--- src/rtl/udm_host_link.sv ---
// Host end of the UART debug-monitor link: turns single-word bus reads/writes
// into UDM command frames over an 8N1 UART and collects the 4-byte read reply.
`timescale 1ns/1ps
module udm_host_link #(
  parameter int baud_div   = 434,
  parameter int rx_timeout = 1000000
) (
  input  logic        clk_i,
  input  logic        rst_i,
  input  logic        bus_req_i,
  input  logic        bus_we_i,
  input  logic [31:0] bus_addr_i,
  input  logic [31:0] bus_wdata_i,
  output logic        bus_ack_o,
  output logic        bus_resp_o,
  output logic [31:0] bus_rdata_o,
  output logic        timeout_o,
  output logic        busy_o,
  input  logic        rx_i,
  output logic        tx_o
);

  localparam logic [15:0] BAUD_LAST = 16'(baud_div - 1);
  localparam logic [15:0] BAUD_HALF = 16'(baud_div / 2 - 1);
  localparam logic [31:0] TMO_LAST  = 32'(rx_timeout - 1);

  typedef enum logic [1:0] {S_IDLE, S_SEND, S_WAIT, S_DONE} seq_t;
  typedef enum logic [1:0] {R_HUNT, R_START, R_DATA, R_STOP} rx_t;

  seq_t        state_q, state_d;
  rx_t         rx_state_q, rx_state_d;

  logic        we_q;
  logic [31:0] addr_q, wdata_q;
  logic [15:0] tx_cnt;
  logic [3:0]  tx_bit, tx_byte;
  logic        tx_q;
  logic [7:0]  cur_byte;
  logic        accept, tx_tick, tx_last_byte, tx_end;

  logic        rx_p0, rx_p1, rx_p2;
  logic [15:0] rx_cnt;
  logic [2:0]  rx_bit;
  logic [7:0]  rx_shift;
  logic        rx_tick, rx_vld;

  logic [31:0] tmo_cnt;
  logic [1:0]  rsp_cnt;
  logic [23:0] rsp_asm;
  logic        tmo_q, rsp_byte, rsp_last, tmo_hit;

  // Byte idx of the command frame: sync, cmd, addr LSB-first, length, data.
  function automatic logic [7:0] frame_byte(input logic [3:0] idx, input logic is_wr,
                                            input logic [31:0] a, input logic [31:0] d);
    case (idx)
      4'd0:    frame_byte = 8'h55;
      4'd1:    frame_byte = is_wr ? 8'h81 : 8'h82;
      4'd2:    frame_byte = a[7:0];
      4'd3:    frame_byte = a[15:8];
      4'd4:    frame_byte = a[23:16];
      4'd5:    frame_byte = a[31:24];
      4'd6:    frame_byte = 8'h04;
      4'd10:   frame_byte = d[7:0];
      4'd11:   frame_byte = d[15:8];
      4'd12:   frame_byte = d[23:16];
      4'd13:   frame_byte = d[31:24];
      default: frame_byte = 8'h00;
    endcase
  endfunction

  function automatic logic tx_level(input logic [3:0] bit_idx, input logic [7:0] b);
    if (bit_idx == 4'd0)      tx_level = 1'b0;
    else if (bit_idx >= 4'd9) tx_level = 1'b1;
    else                      tx_level = b[3'(bit_idx - 4'd1)];
  endfunction

  assign accept       = (state_q == S_IDLE) && bus_req_i;
  assign cur_byte     = frame_byte(tx_byte, we_q, addr_q, wdata_q);
  assign tx_tick      = (tx_cnt == BAUD_LAST);
  assign tx_last_byte = (tx_byte == (we_q ? 4'd13 : 4'd9));
  assign tx_end       = (state_q == S_SEND) && tx_tick && (tx_bit == 4'd9) && tx_last_byte;

  assign rx_tick  = (rx_state_q == R_START) ? (rx_cnt == BAUD_HALF) : (rx_cnt == BAUD_LAST);
  assign rx_vld   = (rx_state_q == R_STOP) && rx_tick && rx_p1;
  assign rsp_byte = (state_q == S_WAIT) && rx_vld;
  assign rsp_last = rsp_byte && (rsp_cnt == 2'd3);
  assign tmo_hit  = (state_q == S_WAIT) && (tmo_cnt == TMO_LAST);

  assign bus_ack_o  = (state_q == S_IDLE);
  assign busy_o     = (state_q == S_SEND) || (state_q == S_WAIT);
  assign bus_resp_o = (state_q == S_DONE);
  assign timeout_o  = (state_q == S_DONE) && tmo_q;
  assign tx_o       = tx_q;

  always_comb begin
    state_d = state_q;
    case (state_q)
      S_IDLE: if (bus_req_i) state_d = S_SEND;
      S_SEND: if (tx_end) state_d = we_q ? S_DONE : S_WAIT;
      S_WAIT: if (rsp_last || tmo_hit) state_d = S_DONE;
      S_DONE: state_d = S_IDLE;
      default: state_d = S_IDLE;
    endcase
  end

  always_ff @(posedge clk_i or negedge rst_i) begin
    if (!rst_i) state_q <= S_IDLE;
    else        state_q <= state_d;
  end

  // Request payload and reply assembly carry no reset; they are qualified by state.
  always_ff @(posedge clk_i) begin
    if (accept) begin
      we_q    <= bus_we_i;
      addr_q  <= bus_addr_i;
      wdata_q <= bus_wdata_i;
    end
    if (rsp_byte) begin
      case (rsp_cnt)
        2'd0:    rsp_asm[7:0]   <= rx_shift;
        2'd1:    rsp_asm[15:8]  <= rx_shift;
        2'd2:    rsp_asm[23:16] <= rx_shift;
        default: ;
      endcase
    end
    if ((rx_state_q == R_DATA) && rx_tick) rx_shift <= {rx_p1, rx_shift[7:1]};
  end

  always_ff @(posedge clk_i or negedge rst_i) begin
    if (!rst_i) begin
      tx_q    <= 1'b1;
      tx_cnt  <= '0;
      tx_bit  <= '0;
      tx_byte <= '0;
    end else if (accept) begin
      tx_q    <= 1'b0;
      tx_cnt  <= '0;
      tx_bit  <= '0;
      tx_byte <= '0;
    end else if (state_q == S_SEND) begin
      if (tx_tick) begin
        tx_cnt <= '0;
        if (tx_bit == 4'd9) begin
          // Next byte starts immediately; after the final stop bit the line stays high.
          if (!tx_last_byte) begin
            tx_byte <= tx_byte + 4'd1;
            tx_bit  <= '0;
            tx_q    <= 1'b0;
          end
        end else begin
          tx_bit <= tx_bit + 4'd1;
          tx_q   <= tx_level(tx_bit + 4'd1, cur_byte);
        end
      end else begin
        tx_cnt <= tx_cnt + 16'd1;
      end
    end
  end

  always_comb begin
    rx_state_d = rx_state_q;
    case (rx_state_q)
      R_HUNT:  if (rx_p2 && !rx_p1) rx_state_d = R_START;
      R_START: if (rx_tick) rx_state_d = rx_p1 ? R_HUNT : R_DATA;
      R_DATA:  if (rx_tick && (rx_bit == 3'd7)) rx_state_d = R_STOP;
      R_STOP:  if (rx_tick) rx_state_d = R_HUNT;
      default: rx_state_d = R_HUNT;
    endcase
  end

  // rx_p0/rx_p1 synchronise the line; rx_p2 is the previous sample for edge detection.
  always_ff @(posedge clk_i or negedge rst_i) begin
    if (!rst_i) begin
      rx_p0      <= 1'b1;
      rx_p1      <= 1'b1;
      rx_p2      <= 1'b1;
      rx_state_q <= R_HUNT;
      rx_cnt     <= '0;
      rx_bit     <= '0;
    end else begin
      rx_p0      <= rx_i;
      rx_p1      <= rx_p0;
      rx_p2      <= rx_p1;
      rx_state_q <= rx_state_d;
      rx_cnt     <= ((rx_state_q == R_HUNT) || rx_tick) ? 16'd0 : rx_cnt + 16'd1;
      if (rx_state_q != R_DATA) rx_bit <= '0;
      else if (rx_tick)         rx_bit <= rx_bit + 3'd1;
    end
  end

  always_ff @(posedge clk_i or negedge rst_i) begin
    if (!rst_i) begin
      tmo_cnt     <= '0;
      rsp_cnt     <= '0;
      tmo_q       <= 1'b0;
      bus_rdata_o <= '0;
    end else begin
      tmo_q <= tmo_hit && !rsp_last;
      if (tx_end) begin
        tmo_cnt <= '0;
        rsp_cnt <= '0;
      end else if (state_q == S_WAIT) begin
        tmo_cnt <= tmo_cnt + 32'd1;
        if (rsp_byte) rsp_cnt <= rsp_cnt + 2'd1;
      end
      // A 4th byte arriving on the timeout cycle still counts as success.
      if (rsp_last)     bus_rdata_o <= {rx_shift, rsp_asm};
      else if (tmo_hit) bus_rdata_o <= 32'hFFFF_FFFF;
    end
  end

endmodule

--- config.mk ---
export PLATFORM = sky130hd
export DESIGN_NAME = udm_host_link
export DESIGN_NICKNAME = d
export VERILOG_FILES = /design/src/rtl/udm_host_link.sv
export SDC_FILE = /design/constraint.sdc
export NUM_CORES = 1
export LEC_CHECK = 0
export CORE_ASPECT_RATIO = 0.8
export CORE_UTILIZATION = 58
export CTS_CLUSTER_DIAMETER = 120
export CTS_CLUSTER_SIZE = 24
export DETAILED_ROUTE_END_ITERATION = 8
export HOLD_SLACK_MARGIN = 0.08
export PLACE_DENSITY = 0.83
export SYNTH_ARGS = -nofsm -noshare
export SYNTH_HDL_FRONTEND = slang
export SYNTH_SLANG_ARGS = --single-unit
--- constraint.sdc ---
create_clock -name clk_i -period 6.9 [get_ports clk_i]
set_input_delay 0.69 -clock clk_i [delete_from_list [all_inputs] [get_ports clk_i]]
set_output_delay 0.69 -clock clk_i [all_outputs]
set_load 0.01 [all_outputs]
**Word level (Yosys, flattened, before mapping)**

Cells that the tools add are included.

- Output and inout port bits: 37
- Register bits after elaboration: 215

- Multiplexer cells: 47
- Reductions and logical operators: 39
- Magnitude comparators: 2
- Eq/ne operators: 36
- Add/sub/neg operators: 8

Operators by type and width:

| operator | number |
|---|---|
| 2-to-1 mux 32 bit | 4 |
| case mux 8 bit (11 select lines) | 1 |
| 2-to-1 mux 16 bit | 4 |
| 2-to-1 mux 4 bit | 10 |
| adder 16 x 1 -> 16 bit, second input constant | 2 |
| adder 32 x 1 -> 32 bit, second input constant | 1 |
| == test 16 x 9 -> 1 bit, second input constant | 2 |
| == test 32 x 20 -> 1 bit, second input constant | 1 |
| 2-to-1 mux 2 bit | 12 |
| == test 4 bit, second input constant | 5 |
| == test 16 x 8 -> 1 bit, second input constant | 1 |
| != test 2 bit, second input constant | 8 |
| case mux 2 bit (4 select lines) | 2 |
| logical AND 1 bit | 14 |
| nonzero test 2 bit | 7 |
| == test 2 bit, second input constant | 6 |
| == test 4 x 3 -> 1 bit, second input constant | 3 |
| 2-to-1 mux 1 bit | 10 |
| 2-to-1 mux 3 bit | 3 |
| adder 4 x 1 -> 4 bit, second input constant | 2 |
| == test 4 x 2 -> 1 bit, second input constant | 2 |
| logical NOT 4 bit | 2 |
| AND reduction 2 bit | 4 |
| AND reduction 4 bit | 2 |
| 16 further kinds | 24 |

**Logic depth before layout (Yosys ltp)**

- Depth in word-level cells: 10
- Mapped depth: 10
- Mapped depth without buffers: 8

**Worst setup path after synthesis**

Ideal clock, no wire load.

- Path type: reg-to-reg
- From: register state_q[0]
- To: register tx_byte[3]
- Data required time: 6.734 ns
- Library setup time: 0.166 ns
- Stages on the path, launching flop included: 9
- Clock period less this slack: 2.610 ns
- Buffers on the path: 0
- Slack: 4.290 ns
- Data arrival time: 2.444 ns
- Cells stage by stage: dfrtp_1 inv_1 ha_1 nand2_1 inv_2 a41oi_1 nor4_1 xnor2_1 nor2_1

- Cells in the longest elaborated chain, start to end: 4

RTL lines:

| item | line | text |
|---|---|---|
| start, declared | 30 | `seq_t state_q, state_d;` |
| start signal, assigned | 108 | `else state_q <= state_d;` |
| logical NOT 2 bit * | -- |  |
| via bus_ack_o | 14 | `output logic bus_ack_o,` |
| logical AND 1 bit * | 77 | `assign accept = (state_q == S_IDLE) && bus_req_i;` |
| via accept | 39 | `logic accept, tx_tick, tx_last_byte, tx_end;` |
| != test 2 bit (no line) or nonzero test 2 bit (tied branches) | -- |  |
| AND reduction 4 bit (no line) | -- |  |
| end signal, assigned | 146 | `tx_byte <= tx_byte + 4'd1;` |
| end, declared | 36 | `logic [3:0] tx_bit, tx_byte;` |

The timed path passes the listed nets; every way through them passes the cells marked *.
A chain may end at the register's enable or synchronous reset.

**Worst setup path after layout**

- From: register state_q[0]
- To: register bus_rdata_o[2]

- Cells in the longest elaborated chain, start to end: 4

RTL lines:

| item | line | text |
|---|---|---|
| == test 2 bit * | 85, 87 |  |
| logical AND 1 bit | 85 | `assign rsp_byte = (state_q == S_WAIT) && rx_vld;` |
| logical AND 1 bit | 86 | `assign rsp_last = rsp_byte && (rsp_cnt == 2'd3);` |
| 2-to-1 mux 32 bit or nonzero test 2 bit (tied branches) | -- |  |
| end signal, assigned | 207 | `if (rsp_last) bus_rdata_o <= {rx_shift, rsp_asm};` |
| end, declared | 16 | `output logic [31:0] bus_rdata_o,` |

Every way passes the cells marked *; elsewhere a longest branch is shown, timed or not.

==> metrics.yaml <==
fillers: 1060
criticalPathCategory: "reg2reg"
path_cells: "inv_1 -> ha_1 -> and4_1 -> nand2_1 -> a211o_1 -> nand2_1 -> o22a_1"
port_buffers: 105
drv_slew: 0
critPathCaptureType: "register"
synthArstFlopShare_pct: 54.88
hp-class: "in2async"
synthToLayoutAreaGrowth_pct: 16.76
rsz0062_at_grt: "false"
hold_violations: 0
drv_cap: 0
core_area_mm2: 0.01531
initial_utilization_pct: 60.55
syn-cell-area_mm2: 0.009273
grt_max_degree: 74
setup_viol: 0
vias: 6287
gp_congestion: 0.8548
p_leak_nw: 4.275
cts_sinks: 215
drc: 0
htreeDepth: 1
critPathArrivalTime_ps: 3960
hpwlAfterDp_um: 12770
layout.nets: 928
layout_commonest_cell: "dfrtp_1"
grt_first_pass_wirelength_um: 30910
fin_ws_ps: 3284
clock_path_buffers: 3
status: "complete, no violations"
wl_per_cell_um: 17.73
whs_ps: 336.5
timing.final.crit_share_pct: 52.41
crit_fanout: 35
tightest_slew_ps: 1130
die_h_um: 115.1
setup-tns-final_ps: 0
cp.required_ps: 7240
syn_area_per_cell_um2: 12.43
netlist_instances: 746
syn_nets: 836
grtUsageTotal_pct: 23.67
placed_area_mm2: 0.01048
final_core_util_pct: 70.69
max_freq_mhz: 276.5
cts_hold_repair.buffers: 0
io_pins: 106
clkSlewWorstSetupHoldPaths_ps: 100
die-area_mm2: 0.01650
pre_cts_ws_ps: 3317
wl_um: 18680
crit_path_frequent_cell: "nand2_1"
synth.distinct_cells: 63
peakVddDrop_uv: 196.1
first_global_vias: 6231
numCtsBuffers: 12
grt_overflow: 0
clock_skew_ps: 17.70
synth_warnings: 0
post_cts_resized: 0
synth_flop_cell: "dfrtp_1"
avgViaCountPerCell: 5.965
drive_gt1_share_pct: 4.028
row_count: 40
cts_setup_buffers: 0
final_cell_mix: "dfrtp_1 (114), clkdlybuf4s50_1 (104), edfxtp_1 (97)"
period_minus_slack_ps: 3616
yosysSeqAreaShare_pct: 63.31
antenna_found_initial: 0
clk_latency_ps: 470
die_w_um: 143.4
synth_edf_count: 97
max-slew-margin-rel_pct: 24.70
ys_seq_elements: 215
cpPeakStageDelay_ps: 960
stdcell_area_mm2: 0.01083
drtAntennaViolNets: 0
tritoncts: "built"
antenna_cells: 0
p_per_area_mw_per_mm2: 272.0
first_iter_violations: 498
start_kind: "register"
cp_slowest_cell: "nand2_1"
cts-root-buf: "clkbuf_16"
first_pass_iters: 5
-- area by class of cell --
cell class | instances | area, um^2 | share of cell area (%)
multi-input combinational | 482 | 3196 | 29.52
timing repair buffer | 109 | 1079 | 9.962
tap | 210 | 262.8 | 2.427
clock buffer | 20 | 351.6 | 3.247
inverter | 18 | 67.56 | 0.6241
sequential | 215 | 5871 | 54.22
-- cells in the mapped netlist, types with 8 or more instances --
library cell    n  area share [%]
o21ai_0        18            0.97
a21oi_1        21             1.1
nor2_1         86             3.5
clkbuf_1       17            0.69
mux2i_1         8            0.86
nand2_1        45             1.8
inv_1          17            0.69
dfrtp_1       114              31
xor2_1         37             3.5
and3_1         19             1.3
xnor2_1        22             2.1
nand4_1        17             1.1
o22a_1         32             3.0
edfxtp_1       97              31
a22oi_1        10            0.81
buf_2           8            0.43
nand3_1        37             2.0
ha_1           21             2.8
-- layer usage --
layer / vias up / GRT usage, % / part of all wire, %
met4: 0 / 5.248 / 1.3
met5: - / 0 / 0
met1: 3132 / 34.76 / 45
met2: 218 / 37.83 / 48
met3: 24 / 3.499 / 5.8
li1: 2913 / - / -
-- through the flow --
step           power [mW]  instances
5_1_grt             3.084       1054
3_3_place_gp        2.186       1034
3_5_place_dp        2.225       1034
4_1_cts             2.952       1054
6_report            2.944       1054
2_1_floorplan       1.999        746
-- where the power goes --
group | switching (mW) | leakage, nW | internal [mW]
clock network | 0.383 | 0.168 | 0.353
logic | 0.368 | 1.63 | 0.255
registers | 0.107 | 2.48 | 1.48
total | 0.858 | 4.27 | 2.09
-- sequential cells by signal, summed over array words and instances, names as in the netlist, named ones only --
register / cells
tx_cnt: 16
rsp_asm: 24
rx_p2: 1
rx_shift: 8
addr_q: 32
rsp_cnt: 2
rx_cnt: 16
bus_rdata_o: 32
rx_p1: 1
we_q: 1
rx_state_q: 1
tmo_cnt: 32
tx_byte: 4
state_q: 2
tmo_q: 1
rx_p0: 1
wdata_q: 32
rx_bit: 3
tx_o: 1
tx_bit: 4
-- cell families (layout without fill, tap and decap cells) --
logic type | count (synthesis) | count (layout) | share of synthesized area [%]
adder cells (fa/ha/maj) | 21 | 21 | 2.834
AND/OR/NAND/NOR | 265 | 265 | 14.71
flip-flops | 215 | 215 | 63.31
multiplexers | 13 | 13 | 1.592
XOR/XNOR | 59 | 59 | 5.573
buffers and inverters | 49 | 147 | 2.253
AO/OA/AOI/OAI | 124 | 124 | 9.729
-- critical path: cells and delay by family (launching register included) --
family / cells / cell delay, ps
flops: 1 / 410
compound gates: 2 / 1290
buf+inv: 1 / 100
fa+ha+maj: 1 / 320
simple gates: 3 / 1360
-- path summary, 6_finish.rpt --
kind / from / end / slack, ps / cells past startpoint
setup reg to reg: state_q[0] / bus_rdata_o[2] / 3280 / 7
setup / recovery: state_q[0] / bus_rdata_o[2] / 3280 / 7
min in group clk_i: rx_p0 / rx_p1 / 370 / 0
hold reg to reg: rx_p0 / rx_p1 / 370 / 0
max in group asynchronous: rst_i / bus_rdata_o[2] / 5390 / 2
hold / removal: rst_i / tmo_cnt[13] / 340 / 1
Power figures use the tool's default switching activity.
